--- config.mk ---
export PLATFORM = sky130hd
export DESIGN_NAME = alu_op_sequencer_flat
export DESIGN_NICKNAME = d
export VERILOG_FILES = /design/src/rtl/alu_op_sequencer_pkg.sv /design/src/rtl/alu_op_sequencer_if.sv /design/src/rtl/alu_op_sequencer_ham_iter.sv /design/src/rtl/alu_op_sequencer.sv /design/src/flat_wrapper.sv
export SDC_FILE = /design/constraint.sdc
export NUM_CORES = 1
export LEC_CHECK = 0
export BUFFER_PORTS_ARGS = -buffer_cell sky130_fd_sc_hd__clkbuf_2
export CORE_MARGIN = 2
export CORE_UTILIZATION = 47
export CTS_BUF_LIST = sky130_fd_sc_hd__clkbuf_4
export DETAILED_ROUTE_END_ITERATION = 8
export PLACE_DENSITY = 0.78
export SLEW_MARGIN = 5
export SYNTH_ARGS = -nofsm -noshare
export SYNTH_HDL_FRONTEND = slang
export SYNTH_SLANG_ARGS = --single-unit
--- constraint.sdc ---
create_clock -name clk -period 1.7 [get_ports clk]
set_clock_uncertainty 0.15 [all_clocks]
set_input_delay 0.255 -clock clk [delete_from_list [all_inputs] [get_ports clk]]
set_output_delay 0.255 -clock clk [all_outputs]
set_load 0.005 [all_outputs]
--- src/rtl/alu_op_sequencer_pkg.sv ---
// Shared op codes, FSM state encoding and sizing for the ALU request sequencer.
package alu_op_sequencer_pkg;

  localparam int SEQ_W  = 32;
  localparam int SEQ_CW = 6;

  typedef enum logic [3:0] {
    OP_ADD = 4'd0,
    OP_SUB = 4'd1,
    OP_SLT = 4'd2,
    OP_SGT = 4'd3,
    OP_AND = 4'd4,
    OP_OR  = 4'd5,
    OP_XOR = 4'd6,
    OP_NOT = 4'd7,
    OP_NOR = 4'd8,
    OP_LUI = 4'd9,
    OP_SLL = 4'd10,
    OP_SRL = 4'd11,
    OP_SRA = 4'd12,
    OP_INC = 4'd13,
    OP_DEC = 4'd14,
    OP_HAM = 4'd15
  } alu_op_e;

  typedef enum logic [2:0] {
    S_IDLE     = 3'd0,
    S_EXEC     = 3'd1,
    S_HAM_XOR  = 3'd2,
    S_HAM_LOOP = 3'd3,
    S_RESP     = 3'd4
  } seq_state_e;

  function automatic logic is_ham(input logic [3:0] op);
    return op == OP_HAM;
  endfunction

endpackage

--- src/rtl/alu_op_sequencer_if.sv ---
// Request, response and ALU-drive signals of the sequencer; slave = sequencer side.
interface alu_op_sequencer_if #(
  parameter int W = 32
);
  logic         req_valid;
  logic         req_ready;
  logic [3:0]   req_op;
  logic [W-1:0] req_a;
  logic [W-1:0] req_b;
  logic         rsp_valid;
  logic         rsp_ready;
  logic [W-1:0] rsp_res;
  logic [W-1:0] alu_a;
  logic [W-1:0] alu_b;
  logic [3:0]   alu_sel;
  logic [W-1:0] alu_res;

  modport slave (
    input  req_valid, req_op, req_a, req_b, rsp_ready, alu_res,
    output req_ready, rsp_valid, rsp_res, alu_a, alu_b, alu_sel
  );

  modport master (
    output req_valid, req_op, req_a, req_b, rsp_ready, alu_res,
    input  req_ready, rsp_valid, rsp_res, alu_a, alu_b, alu_sel
  );
endinterface

--- src/rtl/alu_op_sequencer_ham_iter.sv ---
// Hamming iterator: shift register plus set-bit counter, stepped by the parent FSM.
// Latency: one edge per load/step; no backpressure, the parent only steps while not done.
module ham_iter #(
  parameter int W  = 32,
  parameter int CW = 6
) (
  input  logic          clk,
  input  logic          rst,
  input  logic          load,
  input  logic          step,
  input  logic [W-1:0]  nxt_val,
  output logic [W-1:0]  tmp,
  output logic [CW-1:0] cnt,
  output logic          done
);

  assign done = (tmp == '0);

  // nxt_val is the ALU output: the XOR on load, tmp >> 1 on step
  always_ff @(posedge clk) begin
    if (rst) begin
      tmp <= '0;
      cnt <= '0;
    end else if (load) begin
      tmp <= nxt_val;
      cnt <= '0;
    end else if (step) begin
      tmp <= nxt_val;
      cnt <= cnt + {{(CW-1){1'b0}}, tmp[0]};
    end
  end

endmodule

--- src/rtl/alu_op_sequencer.sv ---
// Drives an external combinational ALU per request; op 15 runs a shift/count hamming loop.
// Latency: 2 cycles for ops 0-14, 3..35 for op 15; rsp held until rsp_ready, req_ready only in IDLE.
module alu_op_sequencer
  import alu_op_sequencer_pkg::*;
#(
  parameter int W  = SEQ_W,
  parameter int CW = SEQ_CW
) (
  input  logic              clk,
  input  logic              rst,
  alu_op_sequencer_if.slave bus
);

  seq_state_e    state;
  seq_state_e    state_nxt;
  logic [3:0]    op_r;
  logic [W-1:0]  a_r;
  logic [W-1:0]  b_r;
  logic [W-1:0]  rsp_res_r;
  logic [W-1:0]  rsp_res_nxt;
  logic          rsp_load;
  logic          accept;
  logic          ham_load;
  logic          ham_step;
  logic          ham_done;
  logic [W-1:0]  ham_tmp;
  logic [CW-1:0] ham_cnt;

  assign accept        = bus.req_valid && (state == S_IDLE);
  assign bus.req_ready = (state == S_IDLE);
  assign bus.rsp_valid = (state == S_RESP);
  assign bus.rsp_res   = rsp_res_r;

  ham_iter #(.W(W), .CW(CW)) u_ham_iter (
    .clk     (clk),
    .rst     (rst),
    .load    (ham_load),
    .step    (ham_step),
    .nxt_val (bus.alu_res),
    .tmp     (ham_tmp),
    .cnt     (ham_cnt),
    .done    (ham_done)
  );

  always_ff @(posedge clk) begin
    if (rst) state <= S_IDLE;
    else     state <= state_nxt;
  end

  always_ff @(posedge clk) begin
    if (rst) begin
      op_r <= '0;
      a_r  <= '0;
      b_r  <= '0;
    end else if (accept) begin
      op_r <= bus.req_op;
      a_r  <= bus.req_a;
      b_r  <= bus.req_b;
    end
  end

  always_ff @(posedge clk) begin
    if (rst)           rsp_res_r <= '0;
    else if (rsp_load) rsp_res_r <= rsp_res_nxt;
  end

  always_comb begin
    state_nxt   = state;
    bus.alu_a   = '0;
    bus.alu_b   = '0;
    bus.alu_sel = '0;
    rsp_load    = 1'b0;
    rsp_res_nxt = '0;
    ham_load    = 1'b0;
    ham_step    = 1'b0;
    case (state)
      S_IDLE: begin
        if (accept) state_nxt = is_ham(bus.req_op) ? S_HAM_XOR : S_EXEC;
      end
      S_EXEC: begin
        bus.alu_a   = a_r;
        bus.alu_b   = b_r;
        bus.alu_sel = op_r;
        rsp_load    = 1'b1;
        rsp_res_nxt = bus.alu_res;
        state_nxt   = S_RESP;
      end
      S_HAM_XOR: begin
        bus.alu_a   = a_r;
        bus.alu_b   = b_r;
        bus.alu_sel = OP_XOR;
        ham_load    = 1'b1;
        state_nxt   = S_HAM_LOOP;
      end
      S_HAM_LOOP: begin
        // ALU shifts tmp right by one; loop ends once every set bit has been shifted out
        bus.alu_a   = ham_tmp;
        bus.alu_b   = {{(W-1){1'b0}}, 1'b1};
        bus.alu_sel = OP_SRL;
        if (ham_done) begin
          rsp_load    = 1'b1;
          rsp_res_nxt = {{(W-CW){1'b0}}, ham_cnt};
          state_nxt   = S_RESP;
        end else begin
          ham_step = 1'b1;
        end
      end
      S_RESP: begin
        if (bus.rsp_ready) state_nxt = S_IDLE;
      end
      default: state_nxt = S_IDLE;
    endcase
  end

endmodule
--- src/flat_wrapper.sv ---
// flat-port wrapper written by rule: the top's interface ports become plain ports
module alu_op_sequencer_flat import alu_op_sequencer_pkg::*;
#(
  parameter int W  = SEQ_W,
  parameter int CW = SEQ_CW
)
  (clk, rst, bus_req_valid, bus_req_op, bus_req_a, bus_req_b, bus_rsp_ready, bus_alu_res, bus_req_ready, bus_rsp_valid, bus_rsp_res, bus_alu_a, bus_alu_b, bus_alu_sel);
  alu_op_sequencer_if #(.W(W)) bus_i ();
  input  logic clk;
  input  logic rst;
  input wire logic [$bits(bus_i.req_valid)-1:0] bus_req_valid;
  input wire logic [$bits(bus_i.req_op)-1:0] bus_req_op;
  input wire logic [$bits(bus_i.req_a)-1:0] bus_req_a;
  input wire logic [$bits(bus_i.req_b)-1:0] bus_req_b;
  input wire logic [$bits(bus_i.rsp_ready)-1:0] bus_rsp_ready;
  input wire logic [$bits(bus_i.alu_res)-1:0] bus_alu_res;
  output wire logic [$bits(bus_i.req_ready)-1:0] bus_req_ready;
  output wire logic [$bits(bus_i.rsp_valid)-1:0] bus_rsp_valid;
  output wire logic [$bits(bus_i.rsp_res)-1:0] bus_rsp_res;
  output wire logic [$bits(bus_i.alu_a)-1:0] bus_alu_a;
  output wire logic [$bits(bus_i.alu_b)-1:0] bus_alu_b;
  output wire logic [$bits(bus_i.alu_sel)-1:0] bus_alu_sel;
  assign bus_i.req_valid = bus_req_valid;
  assign bus_i.req_op = bus_req_op;
  assign bus_i.req_a = bus_req_a;
  assign bus_i.req_b = bus_req_b;
  assign bus_i.rsp_ready = bus_rsp_ready;
  assign bus_i.alu_res = bus_alu_res;
  assign bus_req_ready = bus_i.req_ready;
  assign bus_rsp_valid = bus_i.rsp_valid;
  assign bus_rsp_res = bus_i.rsp_res;
  assign bus_alu_a = bus_i.alu_a;
  assign bus_alu_b = bus_i.alu_b;
  assign bus_alu_sel = bus_i.alu_sel;
  alu_op_sequencer #(.W(W), .CW(CW)) u_core (.clk(clk), .rst(rst), .bus(bus_i));
endmodule
* After elaboration in Yosys (flattened, before gate mapping)
Index checks and enable logic that the tools add are counted.
Storage, ports and cells: register bits 141, word-level logic and storage cells 40
Operators by class: add/sub/neg operators 1, equality and inequality tests 8, multiplexer cells 17, reductions and logical operators 7
Operators with widths (count):
- $pmux 32 s2 | 3
- $mux 32 | 2
- $logic_not 32->1 | 1
- $pmux 3 s5 | 1
- $pmux 4 s3 | 1
- $mux 3 | 3
- $add 6x1->6 | 1
- $eq 3x2->1 const B | 2
- $mux 6 | 1
- $eq 4x4->1 const B | 1
- $mux 1 | 4
- $ne 2x1->1 const B | 2
- $reduce_or 2->1 | 2
- $eq 3x1->1 const B | 1
- $eq 3x3->1 const B | 1
- $logic_not 3->1 | 1
- $reduce_and 3->1 | 1
- $mux 2 | 1
- $ne 2x2->1 const B | 1
- $pmux 1 s2 | 1
- $reduce_bool 2->1 | 1
- $logic_and 1x1->1 | 1

* Depth between registers and ports, before layout
Gate-level depths: netlist of the first run.
depth after elaboration 5, depth in mapped cells 7, gate-level depth less buffers 5

* By module
From an unflattened synthesis of the first run, not the netlist that was laid out.
Unflattened totals: cells, all modules 740, area total of the unflattened synthesis 5809.3 um^2
By module, submodules not included:
- alu_op_sequencer | times used 1, cells each 560, area an instance 4346.7 um^2
- ham_iter | times used 1, cells each 180, area an instance 1462.7 um^2

* Worst setup path after synthesis of the first run
Ideal clock, no wire load.
path kind flip-flop to output port, start point register u_core.state[1], end point output port bus_alu_a[10], arrival time 1.436 ns, setup slack -0.141 ns, cell stages (with the launch flop) 6, buffers on the path 2, cell sequence dfxtp_1 buf_2 nand2b_1 a21oi_2 clkbuf_1 a22o_1
On the way: longest elaborated chain between the ends 3, elaborated cells on any way between the ends 5, those cells by class 3 x eq/ne; 1 x mux; 1 x reduce/logical
RTL lines:
- from (decl) | line alu_op_sequencer.sv:14 | seq_state_e state;
- from (signal assigned) | line alu_op_sequencer.sv:47 | else state <= state_nxt;
- $eq 3x1->1 / $eq 3x2->1 (equally long branches) | line alu_op_sequencer.sv:76 | case (state)
- $reduce_or 2->1 (no line)
- $pmux 32 s2 (*) | line alu_op_sequencer.sv:76
- to (decl) | line flat_wrapper.sv:20 | output wire logic [$bits(bus_i.alu_a)-1:0] bus_alu_a;
Every way passes the cells marked *; elsewhere a longest branch is shown, timed or not.

* Worst setup path after layout of the first run
start point register u_core.state[0], end point output port bus_alu_a[4]
The elaborated chain is that of the path after synthesis.

==> reports/metrics.yaml, run 1 <==
setup_ws_ns: -0.638
cp_slowest_cell: "dfxtp_4"
cp_cell_sequence: "buf_4, nand2b_4, nor2_4, buf_6, a22o_1, buf_2"
synthTopCellsByArea: "dfxtp_1 (47%), nand2_1 (9.2%), a22o_1 (8.4%)"
via_count: 7445
synth_top_area_cell: "dfxtp_1"
num_io_pins: 206
hold_violations: 0
die_h_microns: 117
path_max_fanout: 13
grt_max_degree: 52
critPathKind: "reg2out"
area_growth_pct: 67.1
rows: 41
place_hpwl_microns: 12500
start_kind: "flop"
switching_share_pct: 32.9
yosys.cell_types.count: 40
path_buf_inv: 3
port_buffers: 205
crit_path_end_kind: "output pin"
min_period_over_period_pct: 138
violations: "setup timing"
htree_levels: 4
cts_tree: "built"
ys_seq_elements: 141
fmax_ghz: 0.428
pwr-share-clk_pct: 22.5
slew_headroom_pct: 58.8
setup_viol: 211
antenna_found_initial: 0
grt_pass1_vias: 7014
intPower_mw: 6.34
grt_usage_pct: 32.3
drive_above_1_share_pct: 40.0
seq_area_frac_synth_pct: 46.7
n_antenna_cell: 0
clockRootBuffer: "clkbuf_4"
viasPerCell: 5.87
cts_sinks: 141
fillers: 735
status: "finished with violations"
critPathTopFamily: "buffers and inverters"
synth_edf_count: 0
die_w_microns: 117
p_comb_share_pct: 37.9
fin_hold_ws_ns: 0.156
cellPowerDensity_mw_per_mm2: 935
holdCritPathClass: "in2reg"
drc: 0
first_pass_iters: 8
stdcell_area_sq_mm: 0.0101
clock_latency_ns: 0.57
p_sw_mw: 3.11
netlist_instances: 722
ys_async_sr_fraction_pct: 0
slew_viol_final: 0
cpPeakStageDelay_ns: 0.41
grt_pass1_wl_microns: 36000
final_nets: 1191
tightest_slew_ns: 0.618
p_leak_nw: 4.39
synth_nets: 828
wl_microns: 25700
cp.arrival_ns: 1.93
finalCriticalPeriod_ns: 2.34
rsz0062_at_grt: "yes"
ir_worst_vdd_mv: 0.633
maxCapViolations: 0
core_sq_mm: 0.0126
initial_core_util_pct: 48.1
place_area_sq_mm: 0.00771
wl_per_cell_microns: 20.2
clk_pin_slew_ns: 0.12
drtIter0Drc: 775
yosysWarnings: 0
syn_avg_cell_area_sq_um: 8.38
clk_path_buf_depth: 2
required_ns: 1.29
synthesis.area_sq_mm: 0.00605
numCtsBuffers: 17
seq_power_share_pct: 39.6
synth_top_area_share_pct: 46.7
synth-main-ff-cell: "dfxtp_1"
dieArea_sq_mm: 0.0138
overflow: 0
drtAntennaViolNets: 0
gp_congestion: 0.904
-- through the flow --
step	cells	setup TNS [ns]	util (%)	setup slack [ns]	power, mW
2_1_floorplan	722	-0.831	-	-0.127	4.81
3_3_place_gp	1104	-17.68	61.4	-0.301	5.62
3_5_place_dp	1104	-19.82	61.4	-0.337	5.65
4_1_cts	1260	-57.76	76.4	-0.627	8.91
5_1_grt	1269	-89.42	80.4	-0.707	9.77
6_report	1269	-69.18	80.4	-0.638	9.45
-- metal layers --
metal / track usage, % / share of wire [%] / up-vias
met5: 0 / 0 / -
met4: 13.0 / 3.7 / 0
met1: 38.3 / 38 / 3524
li1: - / - / 3328
met2: 55.9 / 50 / 506
met3: 7.95 / 8.8 / 87
-- tightest hold or removal path, cell delays in order --
cell and delay, ns:
buf_4 0.16, o31ai_4 0.11, a221o_1 0.30
-- layout make-up --
class / count / area [sq um] / area share, %
Timing Repair Buffer: 414 / 3470 / 34.3
Multi-Input combinational cell: 508 / 3310 / 32.8
Clock buffer: 21 / 158 / 1.56
Tap cell: 172 / 215 / 2.13
Sequential cell: 141 / 2840 / 28.1
Inverter: 3 / 16.3 / 0.161
Clock inverter: 10 / 98.8 / 0.978
-- logic make-up (layout without fill, tap and decap cells) --
group | count (synthesis) | after routing | share of synthesized area (%)
flops | 141 | 141 | 46.7
fa+ha+maj | 2 | 2 | 0.414
buf+inv | 74 | 448 | 5.25
simple gates | 286 | 286 | 24.3
compound gates | 219 | 220 | 23.3
-- cells in the final DEF (no fill, tap or decap), types with 21 or more instances in the layout --
master | Yosys | routed
clkbuf_2 | 1 | 176
nand2_1 | 148 | 145
dfxtp_1 | 141 | 130
dlygate4sd3_1 | 0 | 102
a21oi_1 | 78 | 71
buf_4 | 4 | 59
a22o_1 | 58 | 58
nand3_1 | 33 | 32
o21ai_2 | 0 | 32
a31oi_1 | 32 | 31
buf_6 | 1 | 30
nor4b_1 | 32 | 29
clkbuf_4 | 0 | 21
-- path summary, 6_finish.rpt --
check,depth (start not counted),endpoint,startpoint,slack (ns)
setup / recovery,6,bus_alu_a[4],u_core.state[0],-0.64
hold / removal,3,u_core.bus.rsp_res[1],rst,0.16
setup reg to reg,7,u_core.bus.rsp_res[3],u_core.u_ham_iter.tmp[10],-0.36
hold reg to reg,2,u_core.b_r[28],u_core.b_r[28],0.31
-- state kept, by name, summed over array words and instances, names as in the netlist --
register	count
u_core.u_ham_iter.cnt	6
u_core.op_r	4
u_core.state	3
u_core.bus.rsp_res	32
u_core.u_ham_iter.tmp	32
u_core.b_r	32
u_core.a_r	32
-- power by group through the flow --
stage	clock network, mW	logic [mW]	registers (mW)
3_5_place_dp	0	1.87	3.78
3_3_place_gp	0	1.85	3.77
5_1_grt	2.27	3.73	3.77
2_1_floorplan	0	1.06	3.75
4_1_cts	2.11	3.09	3.71
6_report	2.12	3.58	3.75
-- cell usage after synthesis (2+ instances only) --
cell      number
a21oi_1       78
a221o_1        6
a22o_1        58
a31oi_1       32
and2_1        38
buf_1          3
buf_2         13
buf_4          4
clkbuf_1      49
dfxtp_1      141
ha_1           2
inv_1          2
nand2_1      148
nand2b_1       3
nand3_1       33
nand3b_1       2
nand4_1        3
nor2_1         7
nor3_1         2
nor4_1         8
nor4b_1       32
o21ai_0       38
or3_1          3
-- timing repair --
action,in CTS,in global routing
setup buffers,13,8
resized for setup,109,115
endpoints found under the hold margin,135,0
gates cloned,10,6
hold buffers,102,0
endpoints found under the setup margin,143,211
pin swaps,46,26
No activity file was read; power rests on OpenSTA's default activity.
==> inputs of run 2 (changes only) <==
Settings changed: CORE_UTILIZATION 47 to 52, PLACE_DENSITY 0.78 to 0.82.
Clock period 1.7 ns to 2.2 ns, I/O delays scaled along.
==> reports/metrics.yaml, run 2 (same netlist as run 1, synthesis figures left out) <==
core_sq_mm: 0.0114
min_period_over_period_pct: 106
wl_microns: 21600
final_common_cell: "clkbuf_2"
setup_viol: 61
tightest_slew_ns: 0.713
grt_busiest_layer: "met2"
worstRegToRegCells: 7
drc: 0
overflow: 0
drtAntennaViolNets: 0
p_leak_nw: 3.81
ir_worst_vdd_mv: 0.569
wl_per_cell_microns: 18.3
dieArea_sq_mm: 0.0125
crit_path_end_kind: "output pin"
path_max_fanout: 9
grt_max_degree: 69
cts_tree: "built"
cp.arrival_ns: 1.85
ff_latch_area_sq_mm: 0.00283
drive_above_1_share_pct: 29.6
hold_violations: 0
clk_pin_slew_ns: 0.12
status: "finished with violations"
path_buf_inv: 3
cp_cell_sequence: "nand2b_4, a21oi_4, buf_12, clkbuf_16, and2_1, buf_2"
required_ns: 1.72
die_w_microns: 112
grt_pass1_wl_microns: 33500
start_kind: "flop"
critPathTopFamily: "buffers and inverters"
place_hpwl_microns: 11500
dp_cells: 1028
post-place-ws_ns: 0.0105
fin_hold_ws_ns: 0.0938
slew_headroom_pct: 52.5
first_pass_iters: 5
fmax_ghz: 0.429
rows: 39
clock_latency_ns: 0.55
clockRootBuffer: "clkbuf_4"
layout_common_cells: "clkbuf_2 (176), nand2_1 (146), dfxtp_1 (138)"
numCtsBuffers: 17
final_nets: 1132
viasPerCell: 5.77
grt_usage_pct: 33.3
rsz0062_at_grt: "yes"
power_mw: 6.30
use_met2_pct: 56.2
n_antenna_cell: 0
holdCritPathClass: "in2reg"
gp_congestion: 0.835
port_buffers: 205
finalCriticalPeriod_ns: 2.33
fillers: 771
fin_cells: 1182
cellPowerDensity_mw_per_mm2: 708
htree_levels: 4
area_growth_pct: 47.1
min_path_cells: 3
multiInputGateArea_sq_mm: 0.00300
slew_viol_final: 0
cts_sinks: 141
num_io_pins: 206
violations: "setup timing"
via_count: 6824
die_h_microns: 112
clk_path_buf_depth: 2
maxCapViolations: 0
grt_pass1_vias: 6610
met1_usage_pct: 40.7
critPathKind: "reg2out"
setup_ws_ns: -0.131
antenna_found_initial: 0
cp_slowest_cell: "dfxtp_4"
grt_util_met3_pct: 8.93
cp.depth: 6
drtIter0Drc: 583
initial_core_util_pct: 53.2
cpPeakStageDelay_ns: 0.38
-- run 2: changes by cell type in the layout (fill, tap and decap cells not counted), sizes merged --
cell / previous run / this run
clkinvlp: 0 / 3
clkinv: 8 / 9
clkbuf: 204 / 196
o31ai: 3 / 2
bufinv: 2 / 3
buf: 129 / 76
inv: 3 / 2
-- run 2: through the flow --
| step | setup TNS (ns) | util (%) | instance area [sq um] |
|---|---|---|---|
| 6_report | -4.87 | 78.3 | 8900 |
| 5_1_grt | -11.68 | 78.3 | 8900 |
| 4_1_cts | -8.23 | 77.3 | 8790 |
| 3_5_place_dp | 0 | 63.8 | 7250 |
| 3_3_place_gp | 0 | 63.8 | 7250 |
| 2_1_floorplan | 0 | - | 6050 |
-- run 2: path summary, 6_finish.rpt --
path / endpoint / start / slack, ns
worst max-delay path: bus_alu_b[9] / u_core.state[0] / -0.13
worst min-delay path: u_core.bus.rsp_res[31] / rst / 0.09
worst min register to register: u_core.b_r[21] / u_core.b_r[21] / 0.31
worst max register to register: u_core.bus.rsp_res[24] / u_core.u_ham_iter.tmp[16] / 0.10
-- run 2: power breakdown --
group          total [mW]  leakage (nW)  switching (mW)  internal, mW
combinational        1.67          2.51           0.906         0.760
clock                1.75         0.148           0.967         0.779
sequential           2.89          1.15           0.133          2.75
total                6.30          3.81            2.01          4.29
-- run 2: repair_timing --
item / 4_1_cts / 5_1_grt
setup buffers: 11 / 5
hold buffers: 102 / 0
endpoints found under the hold margin: 135 / 0
pin swaps: 4 / 19
endpoints found under the setup margin: 83 / 103
gates resized for setup: 20 / 44
gates cloned: 4 / 2
-- run 2: tightest hold or removal path, stage by stage --
cell and delay (ns):
buf_4 0.13, o31ai_4 0.12, a22o_1 0.18
-- run 2: cell type report --
class / count / area share, %
Sequential cell: 141 / 31.9
Inverter: 3 / 0.183
Clock inverter: 14 / 1.70
Clock buffer: 18 / 1.52
Multi-Input combinational cell: 507 / 33.7
Tap cell: 143 / 2.01
Timing Repair Buffer: 356 / 29.1
-- run 2: metal layers --
metal / wire length, microns / share of wire, %
met5: 0 / 0
met4: 644 / 3.0
met3: 2130 / 9.9
met2: 10400 / 48
met1: 8450 / 39
